===== src/rtl/alu_issue_ctrl.sv =====
// alu_issue_ctrl: issue-side sequencer for the datapath ALU.
// Accepts one decoded instruction, drives the ALU operand/control/shift
// inputs from registers, captures the ALU result one cycle later and holds
// it on a valid/ready output until the consumer takes it.
// Optional feature: define ALU_OVERFLOW_EN to enable signed-overflow
// detection on out_ovf (add, sub, addi). Without it out_ovf is tied low.
module alu_issue_ctrl #(
    parameter int               WIDTH          = 32,
    parameter logic [WIDTH-1:0] ILLEGAL_RESULT = '0
) (
    input  logic             clk,
    input  logic             rst,
    input  logic             in_valid,
    output logic             in_ready,
    input  logic [5:0]       opcode,
    input  logic [5:0]       funct,
    input  logic [4:0]       shamt,
    input  logic [15:0]      imm,
    input  logic [WIDTH-1:0] rs_val,
    input  logic [WIDTH-1:0] rt_val,
    output logic [WIDTH-1:0] alu_a,
    output logic [WIDTH-1:0] alu_b,
    output logic [3:0]       alu_ctrl,
    output logic [4:0]       alu_shmnt,
    input  logic [WIDTH-1:0] alu_result,
    input  logic             alu_zero,
    output logic             out_valid,
    input  logic             out_ready,
    output logic [WIDTH-1:0] out_result,
    output logic             out_zero,
    output logic             out_branch_taken,
    output logic             out_illegal,
    output logic             out_ovf
);

    typedef enum logic [1:0] {
        IDLE = 2'd0,
        EXEC = 2'd1,
        DONE = 2'd2
    } state_t;

    localparam logic [3:0] CTRL_AND = 4'b0000;
    localparam logic [3:0] CTRL_OR  = 4'b0001;
    localparam logic [3:0] CTRL_ADD = 4'b0010;
    localparam logic [3:0] CTRL_SLL = 4'b0101;
    localparam logic [3:0] CTRL_SUB = 4'b0110;
    localparam logic [3:0] CTRL_SLT = 4'b0111;
    localparam logic [3:0] CTRL_NOR = 4'b1011;

    state_t           state_q, state_d;
    logic [WIDTH-1:0] alu_a_q, alu_a_d;
    logic [WIDTH-1:0] alu_b_q, alu_b_d;
    logic [3:0]       alu_ctrl_q, alu_ctrl_d;
    logic [4:0]       alu_shmnt_q, alu_shmnt_d;
    logic             is_beq_q, is_beq_d;
    logic             is_bne_q, is_bne_d;
    logic             is_ill_q, is_ill_d;
    logic [WIDTH-1:0] out_result_q, out_result_d;
    logic             out_zero_q, out_zero_d;
    logic             out_branch_q, out_branch_d;
    logic             out_illegal_q, out_illegal_d;

    // Decoded fields of the instruction currently on the input bus
    logic [WIDTH-1:0] dec_a, dec_b;
    logic [3:0]       dec_ctrl;
    logic [4:0]       dec_sh;
    logic             dec_beq, dec_bne, dec_ill;
    logic [WIDTH-1:0] imm_sext, imm_zext;

`ifdef ALU_OVERFLOW_EN
    logic ovf_add_q, ovf_add_d;
    logic ovf_sub_q, ovf_sub_d;
    logic out_ovf_q, out_ovf_d;
    logic dec_ovf_add, dec_ovf_sub;
`endif

    assign imm_sext = {{(WIDTH-16){imm[15]}}, imm};
    assign imm_zext = {{(WIDTH-16){1'b0}}, imm};

    // Instruction decode: opcode/funct to ALU control and operand selection
    always_comb begin
        dec_a    = rs_val;
        dec_b    = rt_val;
        dec_ctrl = CTRL_AND;
        dec_sh   = 5'd0;
        dec_beq  = 1'b0;
        dec_bne  = 1'b0;
        dec_ill  = 1'b0;
`ifdef ALU_OVERFLOW_EN
        dec_ovf_add = 1'b0;
        dec_ovf_sub = 1'b0;
`endif
        case (opcode)
            6'b000000: begin
                case (funct)
                    6'b100000: begin
                        dec_ctrl = CTRL_ADD;
`ifdef ALU_OVERFLOW_EN
                        dec_ovf_add = 1'b1;
`endif
                    end
                    6'b100010: begin
                        dec_ctrl = CTRL_SUB;
`ifdef ALU_OVERFLOW_EN
                        dec_ovf_sub = 1'b1;
`endif
                    end
                    6'b100100: dec_ctrl = CTRL_AND;
                    6'b100101: dec_ctrl = CTRL_OR;
                    6'b101010: dec_ctrl = CTRL_SLT;
                    6'b100111: dec_ctrl = CTRL_NOR;
                    6'b000000: begin
                        dec_ctrl = CTRL_SLL;
                        dec_sh   = shamt;
                    end
                    default:   dec_ill  = 1'b1;
                endcase
            end
            6'b001000: begin
                dec_ctrl = CTRL_ADD;
                dec_b    = imm_sext;
`ifdef ALU_OVERFLOW_EN
                dec_ovf_add = 1'b1;
`endif
            end
            6'b100011, 6'b101011: begin
                dec_ctrl = CTRL_ADD;
                dec_b    = imm_sext;
            end
            6'b001100: begin
                dec_ctrl = CTRL_AND;
                dec_b    = imm_zext;
            end
            6'b001101: begin
                dec_ctrl = CTRL_OR;
                dec_b    = imm_zext;
            end
            6'b000100: begin
                dec_ctrl = CTRL_SUB;
                dec_beq  = 1'b1;
            end
            6'b000101: begin
                dec_ctrl = CTRL_SUB;
                dec_bne  = 1'b1;
            end
            default: dec_ill = 1'b1;
        endcase
        // Undecodable instructions present a quiet, all-zero ALU setup
        if (dec_ill) begin
            dec_a    = '0;
            dec_b    = '0;
            dec_ctrl = CTRL_AND;
            dec_sh   = 5'd0;
        end
    end

    // Next-state and datapath register updates for IDLE -> EXEC -> DONE
    always_comb begin
        state_d       = state_q;
        alu_a_d       = alu_a_q;
        alu_b_d       = alu_b_q;
        alu_ctrl_d    = alu_ctrl_q;
        alu_shmnt_d   = alu_shmnt_q;
        is_beq_d      = is_beq_q;
        is_bne_d      = is_bne_q;
        is_ill_d      = is_ill_q;
        out_result_d  = out_result_q;
        out_zero_d    = out_zero_q;
        out_branch_d  = out_branch_q;
        out_illegal_d = out_illegal_q;
`ifdef ALU_OVERFLOW_EN
        ovf_add_d = ovf_add_q;
        ovf_sub_d = ovf_sub_q;
        out_ovf_d = out_ovf_q;
`endif
        case (state_q)
            IDLE: begin
                if (in_valid) begin
                    state_d     = EXEC;
                    alu_a_d     = dec_a;
                    alu_b_d     = dec_b;
                    alu_ctrl_d  = dec_ctrl;
                    alu_shmnt_d = dec_sh;
                    is_beq_d    = dec_beq;
                    is_bne_d    = dec_bne;
                    is_ill_d    = dec_ill;
`ifdef ALU_OVERFLOW_EN
                    ovf_add_d = dec_ovf_add;
                    ovf_sub_d = dec_ovf_sub;
`endif
                end
            end
            EXEC: begin
                state_d       = DONE;
                out_result_d  = is_ill_q ? ILLEGAL_RESULT : alu_result;
                out_zero_d    = alu_zero;
                out_branch_d  = (is_beq_q & alu_zero) | (is_bne_q & ~alu_zero);
                out_illegal_d = is_ill_q;
`ifdef ALU_OVERFLOW_EN
                // A result sign that differs from A flags overflow for both
                // add (equal operand signs) and sub (differing operand signs)
                out_ovf_d = (alu_result[WIDTH-1] != alu_a_q[WIDTH-1]) &&
                            ((ovf_add_q && (alu_a_q[WIDTH-1] == alu_b_q[WIDTH-1])) ||
                             (ovf_sub_q && (alu_a_q[WIDTH-1] != alu_b_q[WIDTH-1])));
`endif
            end
            DONE: begin
                if (out_ready) begin
                    state_d = IDLE;
                end
            end
            default: state_d = IDLE;
        endcase
    end

    // State and output registers; reset discards any instruction in flight
    always_ff @(posedge clk) begin
        if (rst) begin
            state_q       <= IDLE;
            alu_a_q       <= '0;
            alu_b_q       <= '0;
            alu_ctrl_q    <= 4'b0000;
            alu_shmnt_q   <= 5'd0;
            is_beq_q      <= 1'b0;
            is_bne_q      <= 1'b0;
            is_ill_q      <= 1'b0;
            out_result_q  <= '0;
            out_zero_q    <= 1'b0;
            out_branch_q  <= 1'b0;
            out_illegal_q <= 1'b0;
`ifdef ALU_OVERFLOW_EN
            ovf_add_q <= 1'b0;
            ovf_sub_q <= 1'b0;
            out_ovf_q <= 1'b0;
`endif
        end else begin
            state_q       <= state_d;
            alu_a_q       <= alu_a_d;
            alu_b_q       <= alu_b_d;
            alu_ctrl_q    <= alu_ctrl_d;
            alu_shmnt_q   <= alu_shmnt_d;
            is_beq_q      <= is_beq_d;
            is_bne_q      <= is_bne_d;
            is_ill_q      <= is_ill_d;
            out_result_q  <= out_result_d;
            out_zero_q    <= out_zero_d;
            out_branch_q  <= out_branch_d;
            out_illegal_q <= out_illegal_d;
`ifdef ALU_OVERFLOW_EN
            ovf_add_q <= ovf_add_d;
            ovf_sub_q <= ovf_sub_d;
            out_ovf_q <= out_ovf_d;
`endif
        end
    end

    assign in_ready         = (state_q == IDLE);
    assign out_valid        = (state_q == DONE);
    assign alu_a            = alu_a_q;
    assign alu_b            = alu_b_q;
    assign alu_ctrl         = alu_ctrl_q;
    assign alu_shmnt        = alu_shmnt_q;
    assign out_result       = out_result_q;
    assign out_zero         = out_zero_q;
    assign out_branch_taken = out_branch_q;
    assign out_illegal      = out_illegal_q;
`ifdef ALU_OVERFLOW_EN
    assign out_ovf = out_ovf_q;
`else
    assign out_ovf = 1'b0;
`endif

endmodule

===== config.mk =====
export PLATFORM = sky130hd
export DESIGN_NAME = alu_issue_ctrl
export DESIGN_NICKNAME = d
export VERILOG_FILES = /design/src/rtl/alu_issue_ctrl.sv
export SDC_FILE = /design/constraint.sdc
export NUM_CORES = 1
export LEC_CHECK = 0
export BUFFER_PORTS_ARGS = -buffer_cell sky130_fd_sc_hd__buf_2
export CORE_ASPECT_RATIO = 1.5
export CORE_MARGIN = 10
export CORE_UTILIZATION = 44
export DETAILED_ROUTE_END_ITERATION = 16
export GPL_ROUTABILITY_DRIVEN = 0
export PLACE_DENSITY_LB_ADDON = 0.25
export SETUP_SLACK_MARGIN = 0.05
export SYNTH_ARGS = -nofsm -noshare
export SYNTH_HDL_FRONTEND = slang
export SYNTH_SLANG_ARGS = --single-unit

===== constraint.sdc =====
create_clock -name clk -period 1.8 [get_ports clk]
set_input_delay 0.09 -clock clk [delete_from_list [all_inputs] [get_ports clk]]
set_output_delay 0.09 -clock clk [all_outputs]
set_load 0.02 [all_outputs]

* Yosys cells after proc, flatten, opt, wreduce, memory -nomap -nowiden
Cells that the tools add are included.
Word-level totals: flip-flop bits (word level) 113, input port bits 134
Operators by class: eq/ne operators 17, muxes and demuxes 17, bitwise operators 4, reduce and logical (&&, ||, !) cells 10
Operator list (number):
- $mux W32 | 3
- $pmux W32 S2 | 1
- $eq A6 B6 Y1 const B | 8
- $pmux W4 S6 | 1
- $eq A6 B4 Y1 const B | 3
- $pmux W4 S4 | 1
- $mux W5 | 3
- $reduce_or A7 Y1 | 2
- $eq A6 B3 Y1 const B | 2
- $logic_not A6 Y1 | 2
- $pmux W2 S3 | 1
- $mux W2 | 2
- $mux W4 | 1
- $reduce_and A2 Y1 | 2
- $reduce_or A2 Y1 | 2
- $mux W1 | 3
- $reduce_or A3 Y1 | 1
- $and A1 B1 Y1 | 2
- $eq A2 B1 Y1 const B | 1
- $eq A2 B2 Y1 const B | 1
- $logic_not A2 Y1 | 1
- $ne A2 B1 Y1 const B | 1
- $ne A2 B2 Y1 const B | 1
- $pmux W1 S2 | 1
- other kinds (2) | 2

* Depth between registers and ports, before layout
Gate-level depths: netlist of the first run.
word-level depth 5, mapped depth 8, gate-level depth less buffers 5

* Least setup slack after synthesis of the first run
No wires, ideal clock.
kind reg2reg, start point reg state_q[1], end point reg alu_b_q[0], in the netlist alu_b[0], data arrival time 1476 ps, data required time 1672 ps, slack 196 ps, cell stages (with the launch flop) 8, path buffers 2, period minus slack after synthesis 1604 ps, cell sequence dfxtp_1 > nor2_1 > and2_1 > nor2_1 > clkbuf_1 > clkbuf_1 > nand2_1 > o21ai_0
On the way: longest elaborated chain between the ends 2
Ends and longest elaborated chain:
- from (decl) | line 50 | state_t state_q, state_d;
- from (signal assigned) | line 237 | state_q <= state_d;
- $logic_not A2 Y1
- net in_ready | line 14 | output logic in_ready,
- $reduce_and A2 Y1 (no source line)
- to (signal assigned) | line 239 | alu_b_q <= alu_b_d;
- to (decl) | line 52 | logic [WIDTH-1:0] alu_b_q, alu_b_d;
The timed path passes the listed nets, and every way through them passes these cells. A chain may end at the register's enable or synchronous reset.

* Worst setup path after layout of the first run
start point reg state_q[1], end point reg alu_b_q[5], in the netlist alu_b[5]
On the way: longest elaborated chain between the ends 2
Ends and longest elaborated chain:
- $logic_not A2 Y1 | line 176 | case (state_q)
- $reduce_and A2 Y1 (no source line)
Every way passes these cells.

==> results of run 1 <==
[sequential cells by signal, summed over array words and instances, names as in the netlist]
name / flops
alu_a: 32
alu_b: 32
alu_ctrl: 4
alu_shmnt: 5
is_beq_q: 1
is_bne_q: 1
is_ill_q: 1
out_branch_taken: 1
out_illegal: 1
out_result: 32
out_zero: 1
state_q: 2
[worst max-delay path: stages, from the launching register on]
cell and delay (ps):
dfxtp_1 320, or3b_2 510, nor2_4 120, o211a_1 160
nor2_1 70, buf_12 160, o21ai_0 220
[cell type report]
class | count | area share
Clock buffer | 19 | 0.0612
Clock inverter | 13 | 0.0190
Inverter | 3 | 0.00156
Multi-Input combinational cell | 318 | 0.265
Sequential cell | 113 | 0.312
Tap cell | 115 | 0.0199
Timing Repair Buffer | 351 | 0.320
[repair_timing]
item,in CTS,in global routing
endpoints found under the hold margin,70,0
pin swaps,0,1
setup buffers,0,2
hold buffers,83,0
cloned,0,2
resized for setup,2,8
setup endpoints to repair,35,15
[through the flow]
stage	cells	TNS, ps	util	total power, mW
after floorplan	473	0	-	2.99
after global placement	813	-890	0.593	3.27
after detailed placement	813	-9.64	0.593	3.29
after CTS	928	0	0.739	6.68
after global routing	932	0	0.747	6.91
final	932	0	0.747	6.64
[cells by family (layout without fill, tap and decap cells)]
family | Yosys count | after routing | synth area share
AO/OA/AOI/OAI | 141 | 141 | 0.204
flip-flops | 113 | 113 | 0.520
buffers and inverters | 42 | 386 | 0.0440
other | 1 | 1 | 0.000863
multiplexers | 19 | 19 | 0.0438
AND/OR/NAND/NOR | 157 | 157 | 0.187
[worst paths after layout]
check / from / to / slack, ps / cells past startpoint
max: state_q[1] / alu_b[5] / 130 / 6
min: imm[12] / alu_b[12] / 60 / 3
max reg2reg: state_q[1] / alu_b[5] / 130 / 6
min reg2reg: alu_b[27] / alu_b[27] / 450 / 2
[synthesized netlist by cell type (3+ instances only)]
cell,n,share of area
nor3b_1,32,0.055
clkbuf_1,29,0.025
buf_6,3,0.0078
and3_1,3,0.0043
dfxtp_1,113,0.52
nor2_1,56,0.048
a22oi_1,5,0.0086
o21ai_0,29,0.033
mux2i_1,19,0.044
nand2_1,40,0.035
o21ai_1,6,0.0069
a21oi_1,56,0.064
inv_1,3,0.0026
nand2b_1,4,0.0058
buf_2,3,0.0035
a32o_1,3,0.0069
nand3_1,4,0.0046
a22o_1,32,0.064
[report_power, final]
part           total [mW]  switching (mW)  internal [mW]  leakage [nW]
clock                3.23            1.16           2.07         0.279
sequential           2.59          0.0306           2.56         0.914
combinational       0.813           0.406          0.407          2.37
total                6.64            1.60           5.04          3.56
[metal layers]
layer | vias to the layer above | GRT usage | share of wire | wire length, µm
met1 | 2256 | 0.215 | 0.35 | 5710
met3 | 42 | 0.102 | 0.097 | 1600
li1 | 2335 | - | - | -
met5 | - | 0.0115 | 0 | 0
met4 | 0 | 0.0949 | 0.033 | 536
met2 | 216 | 0.381 | 0.52 | 8590
==> results.md, run 1 <==
- Kind of path behind the tightest hold check: in -> reg
- Crit path required time: 2110 ps
- Starting Density: 0.449
- Clk Tree Root Cell: clkbuf_16
- Count of maximum capacitance violations: 0
- FP Rows: 44
- Filler Cell Count: 701
- Commonest non-fill, non-tap cells in the layout: buf_2, dfxtp_1, dlygate4sd3_1
- Wire length of the first global-routing pass: 25.7 mm
- Share of layout cells above drive strength 1: 0.378
- Placed standard-cell area: 5740 µm²
- Worst Path Arrival: 1970 ps
- Antenna-violating nets left: 0
- Via-to-Cell Ratio: 5.20
- Clock buffer count from CTS: 17
- Ratio of total power to cell area: 917 nW/µm²
- Initial antenna violation count: 0
- TritonCTS clock tree: built
- Worst hold slack after final layout: 61.5 ps
- Std-Cell Core Area: 9690 µm²
- Area used by multi-input combinational logic: 1920 µm²
- Maximum number of pins on one net before global-route repair: 70
- Worst Slack Setup Final: 133 ps
- Synth Net Count: 607
- Count of endpoints failing setup in the final report: 0
- Placed wire-length estimate after detailed placement: 10.9 mm
- Max Fanout on Critical Path: 32
- Total number of vias: 4849
- Hold violation count in the final report: 0
- YS warnings: 0
- Sequential-to-total area share from yosys stat: 0.520
- Total leakage power: 3.56 nW
- Startpoint type of the worst setup path: flip-flop
- Number of enable flip-flop cells after synthesis: 0
- Length of the first detailed-routing pass in iterations: 4
- Critical path class: reg -> reg
- Via count of the first global-routing pass: 5217
- Clock slew at the register clock pins of the worst setup and hold paths: 50 ps
- DR DRC count: 0
- Die outline area: 14300 µm²
- Cell count after synthesis: 473
- Count of distinct cell types in the synthesized netlist: 44
- Number of nets at the end of the flow: 938
- Ys flop type: dfxtp_1
- Worst slack after detailed placement: -5.85 ps
- Slew HR: 0.667
- Commonest non-fill, non-tap cell in the layout: buf_2
- Clock Tree Buf Depth: 2
- Port Buf Inserts: 243
- Worst IR drop on VDD: 697 µV
- Area added between synthesis and finish: 66.6%
- Die X-Extent: 101 µm
- Fin Clk Skew: 6.61 ps
- Post-synthesis instance area: 4350 µm²
- Tmin final: 1670 ps
- Source-to-sink clock delay at the later pin of the worst-skew pair: 400 ps
- Worst slew pin tran: 487 ps
- Seq. cell area: 2260 µm²
- Synthesis-stage register bit count: 113
- Total overflow reported by the global router: 0
- Total GRT Usage: 0.219
- Violation count after the first detailed-routing iteration: 144
- Average detailed-routed wire length per instance: 17.6 µm
- Number of antenna diodes: 0
- Kind of capture point of the worst setup path: flip-flop
- Clk sink count: 113
- Die outline height: 142 µm
- Setup repair after global routing missed its margin: true
- Post-route design area: 7240 µm²
- Final period util: 0.926
- Status: complete, no violations
- Number of placed I/O pins: 245
- FFs w/ async S/R, synth: 0
- Average cell area after synthesis: 9.19 µm²
- Max Clk Rate: 600 MHz
- CTS H-tree lvls: 4
- Number of slew-limit violations in the final report: 0
- Wire length after detailed routing: 16.4 mm
No activity file was read; power rests on OpenSTA's default activity.
==> inputs of run 2 (changes only) <==
CORE_UTILIZATION = 35   (was 44)
GPL_TIMING_DRIVEN = 0   (was not set)
==> run 2 against run 1 <==
  * Register-to-register slack worse by 20 ps
  * Sequential share of layout area is 0.50 points lower
  * Critical path depth is 1 higher
  * Combinational power is 0.7% lower
  * Hold slack worse by 40 ps
  * First-iteration DRC count is 24% higher
  * Global-route usage is 3.2 points lower
  * Clock skew is 1.1 ps higher
  * Via count is 0.45% lower
  * Maximum frequency is 0.92% lower
  * Clock-buffer cell count is 3 higher
==> results.md, run 2 (synthesis gave the netlist of run 1 again) <==
- Commonest non-fill, non-tap cell in the layout: buf_2
- Count of maximum capacitance violations: 0 (unchanged)
- FP Rows: 49 (+11%)
- Final period util: 0.934 (+0.00862)
- Via-to-Cell Ratio: 4.90 (-5.9%)
- Number of nets at the end of the flow: 954 (+1.7%)
- Kind of capture point of the worst setup path: flip-flop
- Clk sink count: 113 (unchanged)
- Share of layout cells above drive strength 1: 0.362 (-0.0164)
- Placed wire-length estimate after detailed placement: 12.2 mm (+11%)
- Total number of vias: 4827 (-0.45%)
- Std-Cell Core Area: 12100 µm² (+25%)
- Slew HR: 0.572 (-0.0952)
- Total overflow reported by the global router: 0 (unchanged)
- Count of endpoints failing setup in the final report: 0 (unchanged)
- Die outline area: 17400 µm² (+21%)
- Area added between synthesis and finish: 69.4%
- Wire length of the first global-routing pass: 26.7 mm (+4.0%)
- Via count of the first global-routing pass: 5167 (-0.96%)
- Length of the first detailed-routing pass in iterations: 4 (unchanged)
- Tmin final: 1680 ps (+15.5 ps)
- Worst Path Arrival: 2020 ps (+50 ps)
- Violation count after the first detailed-routing iteration: 178 (+24%)
- Wire length after detailed routing: 17.0 mm (+3.4%)
- Worst hold slack after final layout: 21.8 ps (-39.7 ps)
- DR DRC count: 0 (unchanged)
- Average detailed-routed wire length per instance: 17.2 µm (-2.3%)
- Clock Tree Buf Depth: 2 (unchanged)
- Total GRT Usage: 0.187 (-0.0325)
- Die X-Extent: 111 µm (+9.7%)
- Max Fanout on Critical Path: 10 (-69%)
- Setup repair after global routing missed its margin: true
- Post-route design area: 7360 µm² (+1.7%)
- Status: complete, no violations
- Commonest non-fill, non-tap cells in the layout: buf_2, dfxtp_1, dlygate4sd3_1
- TritonCTS clock tree: built
- Clock buffer count from CTS: 17 (unchanged)
- Kind of path behind the tightest hold check: in -> reg
- Number of slew-limit violations in the final report: 0 (unchanged)
- Maximum number of pins on one net before global-route repair: 17 (-76%)
- CTS H-tree lvls: 4 (unchanged)
- Total leakage power: 3.59 nW (+0.78%)
- Max Clk Rate: 595 MHz (-0.92%)
- Ratio of total power to cell area: 992 nW/µm² (+8.1%)
- Antenna-violating nets left: 0 (unchanged)
- Filler Cell Count: 1037 (+48%)
- Crit path required time: 2140 ps (+30 ps)
- Startpoint type of the worst setup path: flip-flop
- Critical path class: reg -> reg
- Number of placed I/O pins: 245 (unchanged)
- Port Buf Inserts: 242 (-0.41%)
- Starting Density: 0.360 (-0.0887)
- Worst slew pin tran: 626 ps (+139 ps)
- Die outline height: 156 µm (+10%)
- Source-to-sink clock delay at the later pin of the worst-skew pair: 400 ps (about the same)
- Fin Clk Skew: 7.72 ps (+1.11 ps)
- Clock slew at the register clock pins of the worst setup and hold paths: 50 ps (about the same)
- Initial antenna violation count: 1 (+1)
- Hold violation count in the final report: 0 (unchanged)
- Clk Tree Root Cell: clkbuf_16
- Worst IR drop on VDD: 739 µV (+6.1%)
- Placed standard-cell area: 5750 µm² (about the same)
[run 2: timing repair]
item,in CTS,in global routing
hold buffers,84,0
gates cloned,0,1
hold endpoints to repair,70,0
pin swaps,0,3
setup buffers,0,1
setup endpoints to repair,72,72
resized for setup,10,17
[run 2: layer usage]
layer	vias to the layer above	GRT usage	share of wire
met5	-	0	0.00077
met2	218	0.334	0.51
met3	42	0.0922	0.10
met1	2192	0.176	0.36
li1	2373	-	-
met4	2	0.0858	0.031
[run 2: path summary, 6_finish.rpt]
check                                start   endpoint  slack [ps]  cells past startpoint
worst min register to register   alu_b[26]  alu_b[26]         440                      2
worst max-delay path            state_q[0]  alu_a[18]         120                      7
worst max register to register  state_q[0]  alu_a[18]         120                      7
worst min-delay path               imm[10]  alu_b[10]          20                      3
[run 2: layout make-up]
class                      count  area (µm²)  area share
tap                          153         191      0.0260
multi-input combinational    318        1910       0.259
inverter                       3        11.3     0.00153
antenna                        1        2.50    0.000340
timing repair buffer         328        2080       0.283
buffer                        39         210      0.0286
sequential                   113        2260       0.307
clock buffer                  22         494      0.0671
clock inverter                 9         199      0.0270
[run 2: where the power goes]
group          leakage, nW  switching (mW)  total [mW]  internal, mW
Sequential           0.915          0.0298        2.59          2.56
Combinational         2.33           0.419       0.807         0.389
Clock                0.343            1.13        3.90          2.77
[run 2: metrics by stage]
stage	total power, mW	std cells	setup WS (ps)	setup TNS [ps]	util
after floorplan	2.99	473	196	0	-
after global placement	3.27	868	-233	-7750	0.476
after detailed placement	3.29	868	-253	-8650	0.476
after CTS	7.36	983	76.9	0	0.605
after global routing	7.56	985	22.7	0	0.609
final	7.30	986	118	0	0.610
[run 2: critical path, cell delays in order, from the launching register on]
cell	delay, ps
dfxtp_2	330
or3b_4	420
nor2_4	150
o211a_1	170
or2_1	120
buf_6	150
buf_8	140
a22o_1	150
==> inputs of run 3 (changes only) <==
REMOVE_ABC_BUFFERS = 1   (was not set)
==> run 3 against run 2 <==
  * Flip-flop and latch count did not move
  * Global-route usage fell by 0.40 points
  * Cell count decreased by 2.8%
  * Clock-buffer cell count fell by 2
  * Critical path type unchanged
  * Critical endpoint is now alu_b[7]
  * Largest power group unchanged
==> results.md, run 3 (synthesis gave the netlist of run 1 again) <==
- Length of the first detailed-routing pass in iterations: 4 (unchanged)
- Startpoint type of the worst setup path: flip-flop
- Clock group share of total power: 0.509 (-0.025)
- Tmin final: 1640 ps (-38.3 ps)
- Slew HR: 0.374 (-0.198)
- Violation count after the first detailed-routing iteration: 131 (-26%)
- Average detailed-routed wire length per instance: 17.0 µm (-1.2%)
- Number of nets at the end of the flow: 922 (-3.4%)
- Clk sink count: 113 (unchanged)
- Max stage delay cell, worst path: or3b_4
- Max Clk Rate: 608 MHz (+2.3%)
- Hold violation count in the final report: 0 (unchanged)
- Filler Cell Count: 1030 (-0.68%)
- Kind of path behind the tightest hold check: in -> reg
- TritonCTS clock tree: built
- Count of endpoints failing setup in the final report: 0 (unchanged)
- Status: complete, no violations
- Clock slew at the register clock pins of the worst setup and hold paths: 50 ps (about the same)
- Worst Path Arrival: 1960 ps (-60 ps)
- Port Buf Inserts: 243 (+0.41%)
- Crit-path cells: or3b_4 > nor2_4 > o211a_4 > nor2_4 > buf_16 > o21ai_0
- Switching component of the power: 1.56 mW (-1.1%)
- Fin Clk Skew: 7.59 ps (-0.132 ps)
- Number of placed I/O pins: 245 (unchanged)
- Worst slack after detailed placement: -950 ps (-697 ps)
- Ratio of total power to cell area: 956 nW/µm² (-3.6%)
- Clock buffer count from CTS: 17 (unchanged)
- Antenna-violating nets left: 0 (unchanged)
- Total overflow reported by the global router: 0 (unchanged)
- Max Fanout on Critical Path: 22 (+12)
- Final period util: 0.913 (-0.0213)
- Post-route design area: 7230 µm² (-1.8%)
- Worst IR drop on VDD: 560 µV (-24%)
- Maximum number of pins on one net before global-route repair: 49 (+32)
- Internal power: 5.35 mW (-6.5%)
- Worst Slack Setup Final: 156 ps (+38.3 ps)
- Reg power frac: 0.378 (+0.023)
- Crit path required time: 2120 ps (-20 ps)
- CP max stage delay: 420 ps (about the same)
- Count of maximum capacitance violations: 0 (unchanged)
- CTS H-tree lvls: 4 (unchanged)
- CP Buf/Inv Count: 1 (-1)
- Gate power share: 0.112 (about the same)
- Setup repair after global routing missed its margin: true
- Std-Cell Core Area: 12100 µm² (unchanged)
- Die outline area: 17400 µm² (unchanged)
- Wire length after detailed routing: 16.3 mm (-4.0%)
- Switching portion of total power: 0.225 (+0.00967)
- Via-to-Cell Ratio: 4.95 (+1.2%)
- Post-layout power: 6.91 mW (-5.3%)
- GRT met1 Usage: 0.194 (+0.0181)
- Placed wire-length estimate after detailed placement: 11.2 mm (-8.2%)
- Clock Tree Buf Depth: 2 (unchanged)
- Worst slew pin tran: 939 ps (+313 ps)
- DR DRC count: 0 (unchanged)
- Kind of capture point of the worst setup path: flip-flop
- Initial antenna violation count: 2 (+1)
- Worst hold slack after final layout: 0.235 ps (-21.6 ps)
- FP Rows: 49 (unchanged)
- Total number of vias: 4745 (-1.7%)
- Critical path class: reg -> reg
- Family with the most delay on the worst path: simple AND/OR/NAND/NOR gates
- Wire length of the first global-routing pass: 26.2 mm (-1.8%)
- Area added between synthesis and finish: 66.3%
- Commonest non-fill, non-tap cells in the layout: buf_2, dfxtp_1, dlygate4sd3_1
- Share of layout cells above drive strength 1: 0.371 (+0.00947)
- Total leakage power: 3.50 nW (-2.5%)
- Clk Tree Root Cell: clkbuf_16
- Die outline height: 156 µm (unchanged)
- Die X-Extent: 111 µm (unchanged)
- Commonest non-fill, non-tap cell in the layout: buf_2
- Met2 Use GR: 0.304 (-0.0307)
- Peak-usage layer in the global routing report: met2
- Placed standard-cell area: 5680 µm² (-1.2%)
- Source-to-sink clock delay at the later pin of the worst-skew pair: 400 ps (about the same)
- Cell with the most instances on the worst path: nor2_4
- Number of slew-limit violations in the final report: 0 (unchanged)
- Met3 capacity usage during global routing: 0.0884 (-0.00383)
- Via count of the first global-routing pass: 5129 (-0.74%)
- Total GRT Usage: 0.183 (-0.00401)
- Starting Density: 0.360 (unchanged)
-- run 3: changes by cell type in the layout (fill, tap and decap cells not counted), sizes merged, moves of 2 or more --
cell and delta:
buf -4, bufinv -2, clkbuf -32, clkinv +3, clkinvlp +2, diode +4, or2 +2
-- run 3: final timing paths --
kind / start / to / slack, ps / cells past startpoint
hold reg to reg: alu_b[16] / alu_b[16] / 440 / 2
setup / recovery: state_q[0] / alu_b[7] / 160 / 6
setup reg to reg: state_q[0] / alu_b[7] / 160 / 6
hold / removal: imm[1] / alu_b[1] / 0.2 / 3
-- run 3: power by group through the flow --
stage,logic [mW],clock network [mW],registers [mW]
finish,0.777,3.52,2.61
detailed placement,0.607,0,2.67
floorplan,0.220,0,2.72
global route,0.850,3.69,2.62
global placement,0.569,0,2.66
CTS,0.768,3.59,2.61
-- run 3: final cells by class --
type	instances	area, µm²	share of cell area
clock inverters	11	160	0.0222
well taps	153	191	0.0265
clock buffers	20	467	0.0646
inverters	3	11.3	0.00156
flip-flops and latches	113	2260	0.313
diodes	5	12.5	0.00173
multi-input cells	321	1970	0.273
repair buffers	332	2150	0.297
-- run 3: what timing repair did --
item                                    CTS  global route
hold buffers                             83             0
endpoints found under the setup margin   63            63
endpoints found under the hold margin    69             0
setup buffers                             1             1
cloned                                    3             0
pin swaps                                 3             1
resized for setup                         9             9
-- run 3: metrics by stage --
step	std cells	TNS (ps)	utilization
floorplan	434	-95260	-
global placement	830	-194820	0.462
detailed placement	834	-38030	0.470
CTS	952	0	0.596
global route	953	0	0.598
finish	958	0	0.599
-- run 3: worst reg2reg max path: stages (launching register included) --
cell and delay, ps:
dfxtp_1 340, or3b_4 420, nor2_4 140, o211a_4 230, nor2_4 90, buf_16 170, o21ai_0 180
-- run 3: metal layers --
layer	wire length [µm]	share of wire	up-vias
met5	13	0.00080	-
met4	283	0.017	2
met3	1690	0.10	25
met2	7810	0.48	216
met1	6500	0.40	2188
li1	-	-	2314
